### config.mk
export PLATFORM = sky130hd
export DESIGN_NAME = shift_rows_stage_flat
export DESIGN_NICKNAME = d
export VERILOG_FILES = /design/src/rtl/aes_pkg.sv /design/src/rtl/shift_rows_stage_if.sv /design/src/rtl/shift_rows_comb.sv /design/src/rtl/shift_rows_stage.sv /design/src/flat_wrapper.sv
export SDC_FILE = /design/constraint.sdc
export NUM_CORES = 1
export LEC_CHECK = 0
export CORE_AREA = 2 2 163 165
export CTS_CLUSTER_SIZE = 12
export DETAILED_ROUTE_END_ITERATION = 10
export DIE_AREA = 0 0 165 167
export PLACE_DENSITY = 0.86
export SETUP_SLACK_MARGIN = 0.05
export SYNTH_ARGS = -nofsm -noshare
export SYNTH_HDL_FRONTEND = slang
export SYNTH_SLANG_ARGS = --single-unit
### constraint.sdc
create_clock -name clk -period 1.8 [get_ports clk]
set_clock_uncertainty 0.2 [all_clocks]
set_input_delay 0.45 -clock clk [delete_from_list [all_inputs] [get_ports clk]]
set_output_delay 0.45 -clock clk [all_outputs]
set_load 0.02 [all_outputs]
### src/rtl/aes_pkg.sv
// Shared AES state-layout constants and byte-index helpers for the round pipeline stages.
// Column-major layout: byte k is row k%4 and column k/4, held at bits [k*8 +: 8] of a [0:127] vector.
package aes_pkg;

  localparam int AES_BLK_W = 128;
  localparam int AES_NB    = 4;

  function automatic int idx(input int row, input int col);
    return row + AES_NB * col;
  endfunction

  // Source byte for forward ShiftRows; the inverse stage uses 13*(k%4) in place of 5*(k%4).
  function automatic int shift_src(input int k);
    return (4 * (k / 4) + 5 * (k % 4)) % 16;
  endfunction

endpackage

### src/rtl/shift_rows_stage_if.sv
// Block stream bus for the ShiftRows stage: input side (in/in_tag/in_ready, in_stall back) and output side.
// The slave modport is the stage's view; the master modport is the view of the surrounding producer/consumer.
interface shift_rows_stage_if
  import aes_pkg::*;
#(
  parameter int TAG_W = 4
);

  logic [0:AES_BLK_W-1] in;
  logic [TAG_W-1:0]     in_tag;
  logic                 in_ready;
  logic                 in_stall;
  logic [0:AES_BLK_W-1] out;
  logic [TAG_W-1:0]     out_tag;
  logic                 out_ready;
  logic                 out_stall;

  modport slave (
    input  in, in_tag, in_ready, out_stall,
    output in_stall, out, out_tag, out_ready
  );

  modport master (
    output in, in_tag, in_ready, out_stall,
    input  in_stall, out, out_tag, out_ready
  );

endinterface

### src/rtl/shift_rows_comb.sv
// Forward AES ShiftRows as a pure byte permutation; row i rotates left by i columns.
// Purely combinational, zero latency, no flow control.
module shift_rows_comb
  import aes_pkg::*;
(
  input  logic [0:AES_BLK_W-1] blk,
  output logic [0:AES_BLK_W-1] shifted
);

  for (genvar k = 0; k < 16; k++) begin : g_byte
    localparam int SRC = shift_src(k);
    assign shifted[k*8 +: 8] = blk[SRC*8 +: 8];
  end

endmodule

### src/rtl/shift_rows_stage.sv
// Registered ShiftRows stage with tag sideband and 2-entry skid buffer; 1-cycle latency, 1 block/cycle.
// in_stall is a flop output (high only when both entries are full); SHIFT_ROWS_COUNT_EN adds blk_count.
module shift_rows_stage
  import aes_pkg::*;
#(
  parameter int TAG_W = 4
)
(
  input  logic              clk,
  input  logic              reset,
  shift_rows_stage_if.slave bus
`ifdef SHIFT_ROWS_COUNT_EN
  ,
  output logic [31:0]       blk_count
`endif
);

  localparam logic [1:0] EMPTY = 2'd0;
  localparam logic [1:0] ONE   = 2'd1;
  localparam logic [1:0] TWO   = 2'd2;

  logic [1:0]           st_q;
  logic [0:AES_BLK_W-1] shifted;
  logic [0:AES_BLK_W-1] main_q;
  logic [0:AES_BLK_W-1] skid_q;
  logic [TAG_W-1:0]     main_tag_q;
  logic [TAG_W-1:0]     skid_tag_q;
  logic                 in_xfer;
  logic                 out_xfer;

  shift_rows_comb u_comb (
    .blk     (bus.in),
    .shifted (shifted)
  );

  assign bus.in_stall  = (st_q == TWO);
  assign bus.out_ready = (st_q != EMPTY);
  assign bus.out       = main_q;
  assign bus.out_tag   = main_tag_q;

  assign in_xfer  = bus.in_ready  & ~bus.in_stall;
  assign out_xfer = bus.out_ready & ~bus.out_stall;

  always_ff @(posedge clk or negedge reset) begin
    if (!reset) begin
      st_q       <= EMPTY;
      main_q     <= '0;
      main_tag_q <= '0;
      skid_q     <= '0;
      skid_tag_q <= '0;
    end else begin
      case (st_q)
        EMPTY: begin
          if (in_xfer) begin
            main_q     <= shifted;
            main_tag_q <= bus.in_tag;
            st_q       <= ONE;
          end
        end
        ONE: begin
          // A stalled output with a new arrival parks the arrival in the skid entry.
          if (in_xfer && bus.out_stall) begin
            skid_q     <= shifted;
            skid_tag_q <= bus.in_tag;
            st_q       <= TWO;
          end else if (in_xfer) begin
            main_q     <= shifted;
            main_tag_q <= bus.in_tag;
          end else if (out_xfer) begin
            st_q <= EMPTY;
          end
        end
        TWO: begin
          if (out_xfer) begin
            main_q     <= skid_q;
            main_tag_q <= skid_tag_q;
            st_q       <= ONE;
          end
        end
        default: st_q <= EMPTY;
      endcase
    end
  end

`ifdef SHIFT_ROWS_COUNT_EN
  logic [31:0] cnt_q;

  always_ff @(posedge clk or negedge reset) begin
    if (!reset) begin
      cnt_q <= '0;
    end else if (out_xfer) begin
      cnt_q <= cnt_q + 32'd1;
    end
  end

  assign blk_count = cnt_q;
`endif

endmodule
### src/flat_wrapper.sv
// flat-port wrapper written by rule: the top's interface ports become plain ports
module shift_rows_stage_flat import aes_pkg::*;
#(
  parameter int TAG_W = 4
)
  (clk, reset, bus_in, bus_in_tag, bus_in_ready, bus_out_stall, bus_in_stall, bus_out, bus_out_tag, bus_out_ready);
  shift_rows_stage_if #(.TAG_W(TAG_W)) bus_i ();
  input  logic clk;
  input  logic reset;
  input wire logic [$bits(bus_i.in)-1:0] bus_in;
  input wire logic [$bits(bus_i.in_tag)-1:0] bus_in_tag;
  input wire logic [$bits(bus_i.in_ready)-1:0] bus_in_ready;
  input wire logic [$bits(bus_i.out_stall)-1:0] bus_out_stall;
  output wire logic [$bits(bus_i.in_stall)-1:0] bus_in_stall;
  output wire logic [$bits(bus_i.out)-1:0] bus_out;
  output wire logic [$bits(bus_i.out_tag)-1:0] bus_out_tag;
  output wire logic [$bits(bus_i.out_ready)-1:0] bus_out_ready;
  assign bus_i.in = bus_in;
  assign bus_i.in_tag = bus_in_tag;
  assign bus_i.in_ready = bus_in_ready;
  assign bus_i.out_stall = bus_out_stall;
  assign bus_in_stall = bus_i.in_stall;
  assign bus_out = bus_i.out;
  assign bus_out_tag = bus_i.out_tag;
  assign bus_out_ready = bus_i.out_ready;
  shift_rows_stage #(.TAG_W(TAG_W)) u_core (.clk(clk), .reset(reset), .bus(bus_i));
endmodule
==> impl_metrics.env <==
export IMPL_status="finished with violations"
export IMPL_violations="negative setup slack"
export IMPL_synth_top_family_by_area="multiplexers"
export IMPL_totalWireLength_mm=32.1
export IMPL_io_buffer_count=269
export IMPL_yosysWarnings=0
export IMPL_drtIter0Drc=326
export IMPL_area_growth_pct=51.3
export IMPL_whs_ps=268
export IMPL_power_per_cell_area_nw_per_um2=1390
export IMPL_routedWlPerCell_um=22.0
export IMPL_grt_start_max_net_pins=54
export IMPL_min_path_type="input pin to asynchronous set/reset pin"
export IMPL_r2r_end="u_core.bus.out[46]"
export IMPL_period_share_pct=112
export IMPL_synth_most_common_cell="mux2_2"
export IMPL_rows=59
export IMPL_chipWidth_um=165
export IMPL_synthDistinctLibCells=17
export IMPL_yosys_area_share_simple_pct=0.320
export IMPL_clk_insertion_delay_late_ps=530
export IMPL_max_stage_delay_ps=440
export IMPL_synth_compound_area_share_pct=0.213
export IMPL_critical_path_class="flip-flop to flip-flop"
export IMPL_synth_area_leaders="dfrtp_1, mux2_2, mux2_4"
export IMPL_clockBufferDepth=3
export IMPL_synth_xor_area_share_pct=0
export IMPL_drtAntennaViolNets=0
export IMPL_core_area_um2=25800
export IMPL_synthFlopType="dfrtp_1"
export IMPL_synth_cells=719
export IMPL_startpoint_type="flip-flop"
export IMPL_pre_cts_ws_ps=-546
export IMPL_hold_violations=0
export IMPL_layout_min_cycle_time_ps=2010
export IMPL_fin_util_pct=69.0
export IMPL_clkSinkCount=266
export IMPL_final_layout_size_suffix_gt1_share_pct=63.4
export IMPL_io_pins=270
export IMPL_tritoncts="built"
export IMPL_start_util_pct=45.6
export IMPL_cpMostUsedCell="buf_12"
export IMPL_synthAdderAreaFrac_pct=0
export IMPL_power_total_mw=24.6
export IMPL_antenna_cells=0
export IMPL_rsz0062_at_grt="true"
export IMPL_drt_pre_antenna_iters=4
export IMPL_synth_edff_count=0
export IMPL_rrSetupSlack_ps=-210
export IMPL_dp_final_hpwl_mm=18.9
export IMPL_crit_slowest_cell="dfrtp_2"
export IMPL_layout_nets=1248
export IMPL_tightestPinTransition_ps=486
export IMPL_numCtsBuffers=28
export IMPL_cts_root_buf="clkbuf_16"
export IMPL_grt_overflow=0
export IMPL_grtUsageTotal_pct=20.8
export IMPL_cts_htree_levels=1
export IMPL_grt_pass1_vias=8236
export IMPL_synthMuxAreaShare_pct=40.0
export IMPL_crit_arrival_ps=2230
export IMPL_globalplace_congestion=0.749
export IMPL_reg2reg_from="u_core.st_q[0]"
export IMPL_dieHeight_um=167
export IMPL_setup_ws_ps=-214
export IMPL_die_area_um2=27600
export IMPL_async_flop_share_pct=100
export IMPL_peakVddDrop_mv=1.02
export IMPL_netlist_area_leader_share_pct=56.7
export IMPL_netlist_top_cells_count="mux2_2, dfrtp_1, mux2_4, buf_2, mux2_1"
export IMPL_grt_pass1_wl_mm=45.3
export IMPL_path_cells="nor2b_4 -> buf_6 -> buf_12 -> buf_12 -> buf_16 -> mux2_4 -> mux2_2"
export IMPL_synth_area_per_cell_um2=16.3
export IMPL_synth_seq_cells=266
export IMPL_syn_cell_area_um2=11700
export IMPL_viasPerCell=5.21
export IMPL_yosys_area_top_type="dfrtp_1"
export IMPL_cap_violations=0
export IMPL_slew_headroom_pct=67.6
export IMPL_p_leak_nw=8.12
export IMPL_worstPathRequired_ps=2020
export IMPL_antenna_found_initial=0
export IMPL_slew_viol_final=0
export IMPL_via_count=7615
export IMPL_setup_viol=250
export IMPL_cp_end_kind="flip-flop"
export IMPL_clk_pin_slew_ps=60
export IMPL_syn_num_nets=855
export IMPL_reg2regPathDepth=7
export IMPL_crit_path_max_fanout=7
export IMPL_fmax_mhz=497
export IMPL_drc=0
export IMPL_yosysSeqAreaShare_pct=56.7
flip-flops by register name (all words and copies together) (netlist names):
register / cells
u_core.bus.out: 128
u_core.st_q: 2
u_core.skid_tag_q: 4
u_core.skid_q: 128
u_core.bus.out_tag: 4
kinds of logic (layout without fill, tap and decap cells):
group	after synthesis	after routing
AOI/OAI and AO/OA	4	4
buffers and inverters	45	453
DFF	266	266
muxes	397	397
and+or+nand+nor	7	7
cells in the final DEF (no fill, tap or decap), drive strengths merged:
cell and n:
clkinv 2, clkdlybuf4s50 134, o22ai 1, nand3 1, bufinv 1, clkinvlp 1, a21oi 2, nor2b 2
nand2 1, nor2 2, clkbuf 49, dfrtp 266, a22o 1, inv 1, buf 264, mux2 397
dlygate4sd3 1, or2 1
timing repair:
item / CTS / global route
setup endpoints to repair: 336 / 378
pin swaps: 0 / 1
hold buffers: 1 / 0
setup buffers: 31 / 29
cloned: 6 / 11
gates resized for setup: 724 / 213
hold endpoints to repair: 41 / 0
metrics by stage:
stage | area (um2) | setup TNS [ps] | instances
2_1_floorplan | 11800 | -2390 | 719
3_5_place_dp | 15400 | -127190 | 1343
3_3_place_gp | 15400 | -118490 | 1343
6_report | 17800 | -21640 | 1462
5_1_grt | 17800 | -31280 | 1462
4_1_cts | 16700 | -19590 | 1426
final cells by class:
cell class                 count  area [um2]
inverter                       1        3.75
sequential                   266        6660
timing repair buffer         407        4440
multi-input combinational    408        5360
clock buffer                  41         841
tap                          335         419
fill                        1638        7990
clock inverter                 4        47.5
worst max path at each step:
stage | slack (ps) | start | endpoint | cells past startpoint
2_1_floorplan | -30 | bus_in_ready | u_core.bus.out[10] | 6
3_3_place_gp | -490 | bus_in_ready | u_core.bus.out[24] | 5
3_5_place_dp | -550 | bus_in_ready | u_core.bus.out[12] | 5
4_1_cts | -210 | u_core.st_q[0] | bus_out_ready | 2
5_1_grt | -250 | u_core.st_q[0] | u_core.bus.out[60] | 7
6_report | -210 | u_core.st_q[0] | u_core.bus.out[46] | 7
power breakdown:
group	switching, mW	internal [mW]
clock	2.29	3.33
sequential	1.47	8.25
combinational	3.71	5.61
routing by layer:
metal	vias up	GRT usage, %	part of all wire (%)
met2	246	36.2	51
li1	3380	-	-
met5	-	0	0
met4	0	4.73	1.6
met3	45	6.23	7.4
met1	3944	25.4	40
worst max-delay path, delay by kind of cell, from the launching register on:
kind,cells,cell delay [ps]
and+or+nand+nor,1,180
buffers and inverters,4,520
DFF,1,440
muxes,2,550
Note: power is estimated with default switching activity, not from simulation.
